===== config.mk =====
export PLATFORM = sky130hd
export DESIGN_NAME = tm_frame_serializer
export DESIGN_NICKNAME = d
export VERILOG_FILES = /design/src/rtl/tm_pkg.sv /design/src/rtl/crc16_ccitt_serial.sv /design/src/rtl/tm_frame_serializer.sv
export SDC_FILE = /design/constraint.sdc
export NUM_CORES = 1
export LEC_CHECK = 0
export BUFFER_PORTS_ARGS = -buffer_cell sky130_fd_sc_hd__buf_2
export CORE_ASPECT_RATIO = 1.75
export CORE_UTILIZATION = 42
export CTS_BUF_LIST = sky130_fd_sc_hd__clkbuf_4 sky130_fd_sc_hd__clkbuf_8
export DETAILED_ROUTE_END_ITERATION = 7
export PLACE_DENSITY = 0.59
export SYNTH_ARGS = -nofsm -noshare
export SYNTH_HDL_FRONTEND = slang
export SYNTH_SLANG_ARGS = --single-unit

===== constraint.sdc =====
create_clock -name clk -period 4.2 [get_ports clk]
set_clock_uncertainty 0.1 [all_clocks]
set_input_delay 0.42 -clock clk [delete_from_list [all_inputs] [get_ports clk]]
set_output_delay 0.42 -clock clk [all_outputs]
set_load 0.005 [all_outputs]

===== src/rtl/tm_pkg.sv =====
// Shared types and constants for the telemetry frame serializer.
// The ST_CRC state exists only when FRAME_CRC_EN is defined.
package tm_pkg;

    localparam logic [31:0] ASM_DEFAULT = 32'h1ACFFC1D;
    localparam logic [15:0] CRC_POLY    = 16'h1021;
    localparam logic [15:0] CRC_INIT    = 16'hFFFF;
    localparam int unsigned SLOT_W      = 12;

    typedef enum logic [2:0] {
        ST_IDLE,
        ST_ASM,
        ST_PAYLOAD,
`ifdef FRAME_CRC_EN
        ST_CRC,
`endif
        ST_DONE
    } tm_state_e;

endpackage


===== src/rtl/crc16_ccitt_serial.sv =====
// Bit-serial CRC-16-CCITT (poly 0x1021, init 0xFFFF, unreflected, no final XOR).
module crc16_ccitt_serial
    import tm_pkg::*;
(
    input  logic        clk,
    input  logic        rst,
    input  logic        clear,
    input  logic        bit_valid,
    input  logic        bit_in,
    output logic [15:0] crc
);

    logic [15:0] crc_q, crc_d;
    logic        fb;

    always_comb begin
        fb    = crc_q[15] ^ bit_in;
        crc_d = crc_q;
        if (clear) begin
            crc_d = CRC_INIT;
        end else if (bit_valid) begin
            crc_d = {crc_q[14:0], 1'b0} ^ (fb ? CRC_POLY : '0);
        end
    end

    always_ff @(posedge clk or negedge rst) begin
        if (!rst) begin
            crc_q <= '0;
        end else begin
            crc_q <= crc_d;
        end
    end

    assign crc = crc_q;

endmodule


===== src/rtl/tm_frame_serializer.sv =====
// Serialises ASM + PAYLOAD_BYTES payload bytes (+ CRC-16 when FRAME_CRC_EN is
// defined) into one contiguous MSB-first bitstream, filling underrun slots.
module tm_frame_serializer
    import tm_pkg::*;
#(
    parameter int unsigned PAYLOAD_BYTES = 1030,
    parameter logic [31:0] ASM           = ASM_DEFAULT,
    parameter logic [7:0]  FILL_BYTE     = 8'h55
) (
    input  logic       clk,
    input  logic       rst,
    input  logic       start,
    input  logic [7:0] byte_data,
    input  logic       byte_valid,
    output logic       byte_ready,
    output logic       bit_out,
    output logic       bit_en,
    output logic       busy,
    output logic       frame_done,
    output logic       underrun
);

    tm_state_e         state_q, state_d;
    logic [31:0]       shift_q, shift_d;
    logic [4:0]        bit_cnt_q, bit_cnt_d;
    logic [SLOT_W-1:0] slots_q, slots_d;
    logic [7:0]        hold_q, hold_d;
    logic              hold_vld_q, hold_vld_d;
    logic              underrun_q, underrun_d;
    logic              xfer, boundary, frame_start, serial_bit;
    logic [7:0]        next_byte;

    always_ff @(posedge clk or negedge rst) begin
        if (!rst) begin
            state_q <= ST_IDLE;
        end else begin
            state_q <= state_d;
        end
    end

    always_comb begin
        state_d = state_q;
        case (state_q)
            ST_IDLE:    if (start) state_d = ST_ASM;
            ST_ASM:     if (bit_cnt_q == 5'd31) state_d = ST_PAYLOAD;
            ST_PAYLOAD: if (bit_cnt_q == 5'd7 && slots_q == '0) begin
`ifdef FRAME_CRC_EN
                state_d = ST_CRC;
`else
                state_d = ST_DONE;
`endif
            end
`ifdef FRAME_CRC_EN
            ST_CRC:     if (bit_cnt_q == 5'd15) state_d = ST_DONE;
`endif
            ST_DONE:    state_d = ST_IDLE;
            default:    state_d = ST_IDLE;
        endcase
    end

    always_comb begin
`ifdef FRAME_CRC_EN
        bit_en = (state_q == ST_ASM) || (state_q == ST_PAYLOAD) || (state_q == ST_CRC);
`else
        bit_en = (state_q == ST_ASM) || (state_q == ST_PAYLOAD);
`endif
        busy       = (state_q != ST_IDLE);
        frame_done = (state_q == ST_DONE);
        byte_ready = ((state_q == ST_ASM) || (state_q == ST_PAYLOAD))
                     && !hold_vld_q && (slots_q != '0);
        bit_out    = bit_en && serial_bit;
        underrun   = underrun_q;
    end

    // Byte-boundary source priority: holding register, same-cycle bypass, fill.
    always_comb begin
        xfer        = byte_valid && byte_ready;
        frame_start = (state_q == ST_IDLE) && start;
        boundary    = ((state_q == ST_ASM) && (bit_cnt_q == 5'd31))
                      || ((state_q == ST_PAYLOAD) && (bit_cnt_q == 5'd7));
        next_byte   = FILL_BYTE;
        if (hold_vld_q) begin
            next_byte = hold_q;
        end else if (xfer) begin
            next_byte = byte_data;
        end

        shift_d    = shift_q;
        bit_cnt_d  = bit_cnt_q;
        slots_d    = slots_q;
        hold_d     = hold_q;
        hold_vld_d = hold_vld_q;
        underrun_d = underrun_q;

        if (frame_start) begin
            shift_d    = ASM;
            bit_cnt_d  = '0;
            slots_d    = SLOT_W'(PAYLOAD_BYTES);
            underrun_d = 1'b0;
        end else if (bit_en) begin
            shift_d   = {shift_q[30:0], 1'b0};
            bit_cnt_d = bit_cnt_q + 5'd1;
            if (xfer) begin
                hold_d     = byte_data;
                hold_vld_d = 1'b1;
            end
            if (boundary && slots_q != '0) begin
                shift_d    = {next_byte, 24'h000000};
                slots_d    = slots_q - SLOT_W'(1);
                hold_vld_d = 1'b0;
                if (!hold_vld_q && !xfer) begin
                    underrun_d = 1'b1;
                end
            end
            if (boundary || state_d != state_q) begin
                bit_cnt_d = '0;
            end
        end
    end

    always_ff @(posedge clk or negedge rst) begin
        if (!rst) begin
            shift_q    <= '0;
            bit_cnt_q  <= '0;
            slots_q    <= '0;
            hold_q     <= '0;
            hold_vld_q <= 1'b0;
            underrun_q <= 1'b0;
        end else begin
            shift_q    <= shift_d;
            bit_cnt_q  <= bit_cnt_d;
            slots_q    <= slots_d;
            hold_q     <= hold_d;
            hold_vld_q <= hold_vld_d;
            underrun_q <= underrun_d;
        end
    end

`ifdef FRAME_CRC_EN
    logic [15:0] crc;

    // CRC register is frozen during ST_CRC, so it is read out by bit index.
    crc16_ccitt_serial u_crc (
        .clk       (clk),
        .rst       (rst),
        .clear     (frame_start),
        .bit_valid (state_q == ST_PAYLOAD),
        .bit_in    (shift_q[31]),
        .crc       (crc)
    );

    assign serial_bit = (state_q == ST_CRC) ? crc[4'd15 - bit_cnt_q[3:0]] : shift_q[31];
`else
    assign serial_bit = shift_q[31];
`endif

endmodule

Word level (Yosys, flattened, before mapping):

Index checks and enable logic that the tools add are counted.

* reductions and logical operators: 27
* bitwise operators: 1
* mux-type cells: 21
* equal/unequal tests: 6
* add/sub/neg operators: 2

Operators with widths (count)
* $mux 32: 3
* $mux 12: 3
* $mux 8: 2
* $mux 5: 3
* $logic_not 12->1: 1
* $reduce_bool 12->1: 1
* $sub 12x1->12 const B: 1
* $logic_and 1x1->1: 10
* $mux 3: 3
* $pmux 3 s3: 1
* $reduce_and 3->1: 3
* $reduce_bool 2->1: 4
* $eq 3x2->1 const B: 2
* $mux 1: 6
* $add 5x1->5 const B: 1
* $eq 5x3->1 const B: 1
* $eq 5x5->1 const B: 1
* $eq 3x1->1 const B: 1
* $logic_not 3->1: 1
* $logic_or 1x1->1: 3
* $ne 3x3->1: 1
* $reduce_bool 3->1: 1
* $logic_not 1->1: 2
* $reduce_and 2->1: 1
* $not 1->1: 1

* flip-flop bits (word level): 62
* logic and storage cells: 64
* input port bits: 12
* output and inout bits: 6

Longest topological paths before layout:

* depth in word-level cells: 11
* gate-level depth with buffers: 8
* mapped depth without buffers: 7

Worst setup path after synthesis:

No wires, ideal clock.

* kind: register to register
* start: register bit_cnt_q[0]
* end: register slots_q[9]
* slack: 2.066 ns
* setup time: 0.126 ns
* cell stages (with the launch flop): 9
* required time: 3.974 ns
* clock period less this slack: 2.134 ns
* data arrival time: 1.908 ns
* path buffers: 1
* path through: dfrtp_1 > ha_1 > and3_1 > ha_1 > nand3b_1 > o21a_1 > clkbuf_1 > nor2_1 > a221o_1

* longest elaborated chain between the ends: 6
* elaborated cells on any way between the ends: 8
* classes of those cells: eq/ne: 2; reduce/logical: 6

RTL lines
* start: declaration: line tm_frame_serializer.sv:25 `logic [4:0] bit_cnt_q, bit_cnt_d;`
* start signal: assignment: line tm_frame_serializer.sv:131 `bit_cnt_q <= bit_cnt_d;`
* $eq 5x5->1 or $eq 5x3->1 (tied branches): line tm_frame_serializer.sv:79, tm_frame_serializer.sv:80
* $logic_and 1x1->1, on equally long branches: line tm_frame_serializer.sv:79, tm_frame_serializer.sv:80
* $logic_or 1x1->1 (*): line tm_frame_serializer.sv:80 `|| ((state_q == ST_PAYLOAD) && (bit_cnt_q == 5'd7));`
* $logic_and 1x1->1 (*): line tm_frame_serializer.sv:107 `if (boundary && slots_q != '0) begin`
* $reduce_bool 2->1 (no line) (*)
* $reduce_and 2->1 (no line) (*)
* end signal: assignment: line tm_frame_serializer.sv:132 `slots_q <= slots_d;`
* end: declaration: line tm_frame_serializer.sv:26 `logic [SLOT_W-1:0] slots_q, slots_d;`

Every way passes the cells marked *; elsewhere a longest branch is shown, timed or not.
A chain may end at the register's enable or synchronous reset.

Final worst setup path:

* start: register state_q[1]
* end: output port bit_out

* longest elaborated chain between the ends: 3
* elaborated cells on any way between the ends: 4
* classes of those cells: eq/ne: 2; reduce/logical: 2

RTL lines
* start: declaration: line tm_frame_serializer.sv:23 `tm_state_e state_q, state_d;`
* start signal: assignment: line tm_frame_serializer.sv:37 `state_q <= state_d;`
* $eq 3x1->1 or $eq 3x2->1 (tied branches): line tm_frame_serializer.sv:65 `bit_en = (state_q == ST_ASM) || (state_q == ST_PAYLOAD);`
* $logic_or 1x1->1 (*): line tm_frame_serializer.sv:65
* $logic_and 1x1->1 (*): line tm_frame_serializer.sv:71 `bit_out = bit_en && serial_bit;`
* end: declaration: line tm_frame_serializer.sv:16 `output logic bit_out,`

Marked as above.

==> reports/qor.txt <==
status - finished with violations
failing checks - hold timing
Critical Path End Type - output pin
Clk Latency, worst-skew pair - 340 ps
Tmin final - 3170 ps
CTS H-Tree Depth - 3
post-synthesis sequential area ratio - 50.6%
first-pass GRT wire length - 11600 um
Yosys top cell area share - 50.6%
cts hold-fix bufs - 0
die width - 66.6 um
share of flip-flops with an asynchronous set or reset - 100%
CP Cell Sequence - xnor2_1, or2_0, inv_1, and2_1, buf_2
Initial Utilization - 44.0%
Post-DP Area - 0.00319 sq mm
post-layout util - 48.2%
post-CTS sizing - 0
syn_nets - 309
WP data arrival - 2650 ps
Ant. Diodes - 0
routed via count - 2289
area leader, netlist - dfrtp_1
Setup violations, final - 0
TritonRoute pass-1 iters - 4
period utilisation layout - 75.5%
Overall Global Routing Usage - 20.8%
Primary FF master, synth - dfrtp_1
CTS Buf Count - 9
CP Launch Type - flip-flop
pin count of the biggest net entering global routing - 37
die area - 0.00765 sq mm
Die H - 115 um
Top Family by Delay on Critical Path - simple AND/OR/NAND/NOR gates
# nets final - 322
Synth cell types - 56
Post-route DRC - 0
final instance area - 0.00335 sq mm
Mapped Cells - 293
GP Congestion - 0.830
Routed WL - 6940 um
syn avg cell area - 10.5 sq um
post-CTS setup buffer count - 0
Fin Hold WS - -4.67 ps
count leader, synth - dfrtp_1
Final Slew Violations - 0
fill count - 655
Max IR drop VDD - 230 uV
CTS Buffer Depth - 2
fmax - 315 MHz
Max FO, Critical Path - 29
Vias per Instance - 5.82
DRT antenna net count - 0
Layout Area Growth over Synthesis - 9.43%
std cell rows - 40
clock-pin slew on the worst setup and hold paths - 70 ps
most frequent cells after synthesis - dfrtp_1, nor2_1, a21oi_1, o21ai_0, a22o_1
CP max-delay cell - inv_1
WL/cell - 17.7 um
share of cells above drive strength 1 - 17.8%
PD cells - 416 mW/mm^2
I/O pin count - 18
initial antenna violation count - 0
warnings from Yosys - 0
Synth Cell Area - 0.00306 sq mm
CTS tree - built
max_slew headroom - 38.4%
crit-path max cell delay - 580 ps
post-DP HPWL - 4730 um
core area - 0.00696 sq mm
worst-margin pin slew - 924 ps
TNS Setup - 0 ps
synthesized flop and latch total - 62
unrepaired setup endpoints after global routing - no
port bufs - 17
Hold WC Path Type - input pin to asynchronous set/reset pin
Static Leak - 1.44 nW
kind of critical path - flip-flop to output pin
maxcap violations - 0
clock root buffer - clkbuf_8
starting DRC count in detailed routing - 118
number of global-route vias before repair - 2386
CP bufs+invs - 2
Post-synth EDFFs - 0
critical path required time - 3680 ps
Final Hold Vio Count - 11
grt total ovfl - 0
CTS sink count - 62
ranking of synthesized cells by area - dfrtp_1, mux2_2, a22o_1, a21oi_1, nor2_1
-- cell usage in the layout, fill, tap and decap left out, drive strengths merged, types with 2 or more instances in the layout --
master / synthesis / layout
ha: 4 / 4
o2bb2ai: 4 / 4
nand3: 2 / 2
o211ai: 3 / 3
a2bb2oi: 2 / 2
dfrtp: 62 / 62
and2: 6 / 6
a221oi: 3 / 3
inv: 12 / 12
mux2i: 6 / 6
mux2: 11 / 11
o221ai: 6 / 6
clkbuf: 8 / 12
a221o: 2 / 2
a21oi: 25 / 25
clkinv: 0 / 2
o21ai: 19 / 19
and3: 2 / 2
nor3: 9 / 9
nand4: 3 / 3
nor3b: 2 / 2
nor2: 31 / 31
nand2: 11 / 11
nor2b: 2 / 2
nor4: 3 / 3
nand2b: 4 / 4
a22o: 14 / 14
a41oi: 4 / 4
a211oi: 3 / 3
o21a: 2 / 2
buf: 10 / 20
o31ai: 2 / 2
-- final cells by class --
cell class              instances  area (sq um)  area share (%)
flip-flops and latches         62          1550            46.3
multi-input cells             201          1380            41.2
clock buffers                  12           153            4.55
repair buffers                 20           108            3.21
well taps                      84           105            3.13
inverters                      12          45.0            1.34
clock inverters                 2          10.0           0.299
-- layer usage --
metal | GRT usage, % | routed length, um | vias up
met5 | 0 | 0 | -
met4 | 12.1 | 233 | 0
met1 | 23.4 | 2900 | 1137
met2 | 35.0 | 3660 | 34
met3 | 4.86 | 146 | 19
li1 | - | - | 1099
-- worst reg2reg max path, cell delays in order, from the launching register on --
cell      delay (ps)
dfrtp_1          510
xnor2_1          200
or2_0            410
inv_1            750
a41oi_1          260
a221oi_1         310
-- logic make-up after synthesis --
family          Yosys count  share of synthesized area [%]
mux                      17                           6.00
fa+ha+maj                 4                           1.63
compound gates           93                           21.5
simple gates             85                           15.4
xor+xnor                  1                          0.286
other cells               1                          0.122
flops                    62                           50.6
buf+inv                  30                           4.45
-- worst paths after layout --
| check | from | endpoint | slack (ps) | depth (start not counted) |
|---|---|---|---|---|
| min | rst | slots_q[3] | -5 | 1 |
| min in group clk | byte_data[5] | hold_q[5] | 230 | 2 |
| max in group asynchronous | rst | shift_q[22] | 3080 | 2 |
| max reg2reg | state_q[0] | shift_q[29] | 1560 | 5 |
| min reg2reg | shift_q[0] | shift_q[0] | 390 | 2 |
| max | state_q[1] | bit_out | 1030 | 5 |
-- registers in the layout, summed over array words and instances, names as in the netlist --
signal / flops
shift_q: 32
slots_q: 12
hold_q: 8
bit_cnt_q: 5
state_q: 3
hold_vld_q: 1
underrun: 1
-- through the flow --
step                setup slack [ps]  total power [W]  cells  hold WS (ps)
floorplan                       2070         0.000885    293          24.4
global placement                1460         0.000942    379           372
detailed placement              1430         0.000949    379           378
CTS                             1020          0.00141    393          2.43
global route                     819          0.00147    393          43.5
finish                          1030          0.00140    393         -4.67
-- power breakdown --
| part | switching [W] | internal (W) | total, W | leakage [nW] |
|---|---|---|---|---|
| registers | 0.0000533 | 0.000679 | 0.000732 | 0.732 |
| logic | 0.000101 | 0.000103 | 0.000204 | 0.622 |
| clock network | 0.000224 | 0.000235 | 0.000459 | 0.0889 |
Power figures use the tool's default switching activity.
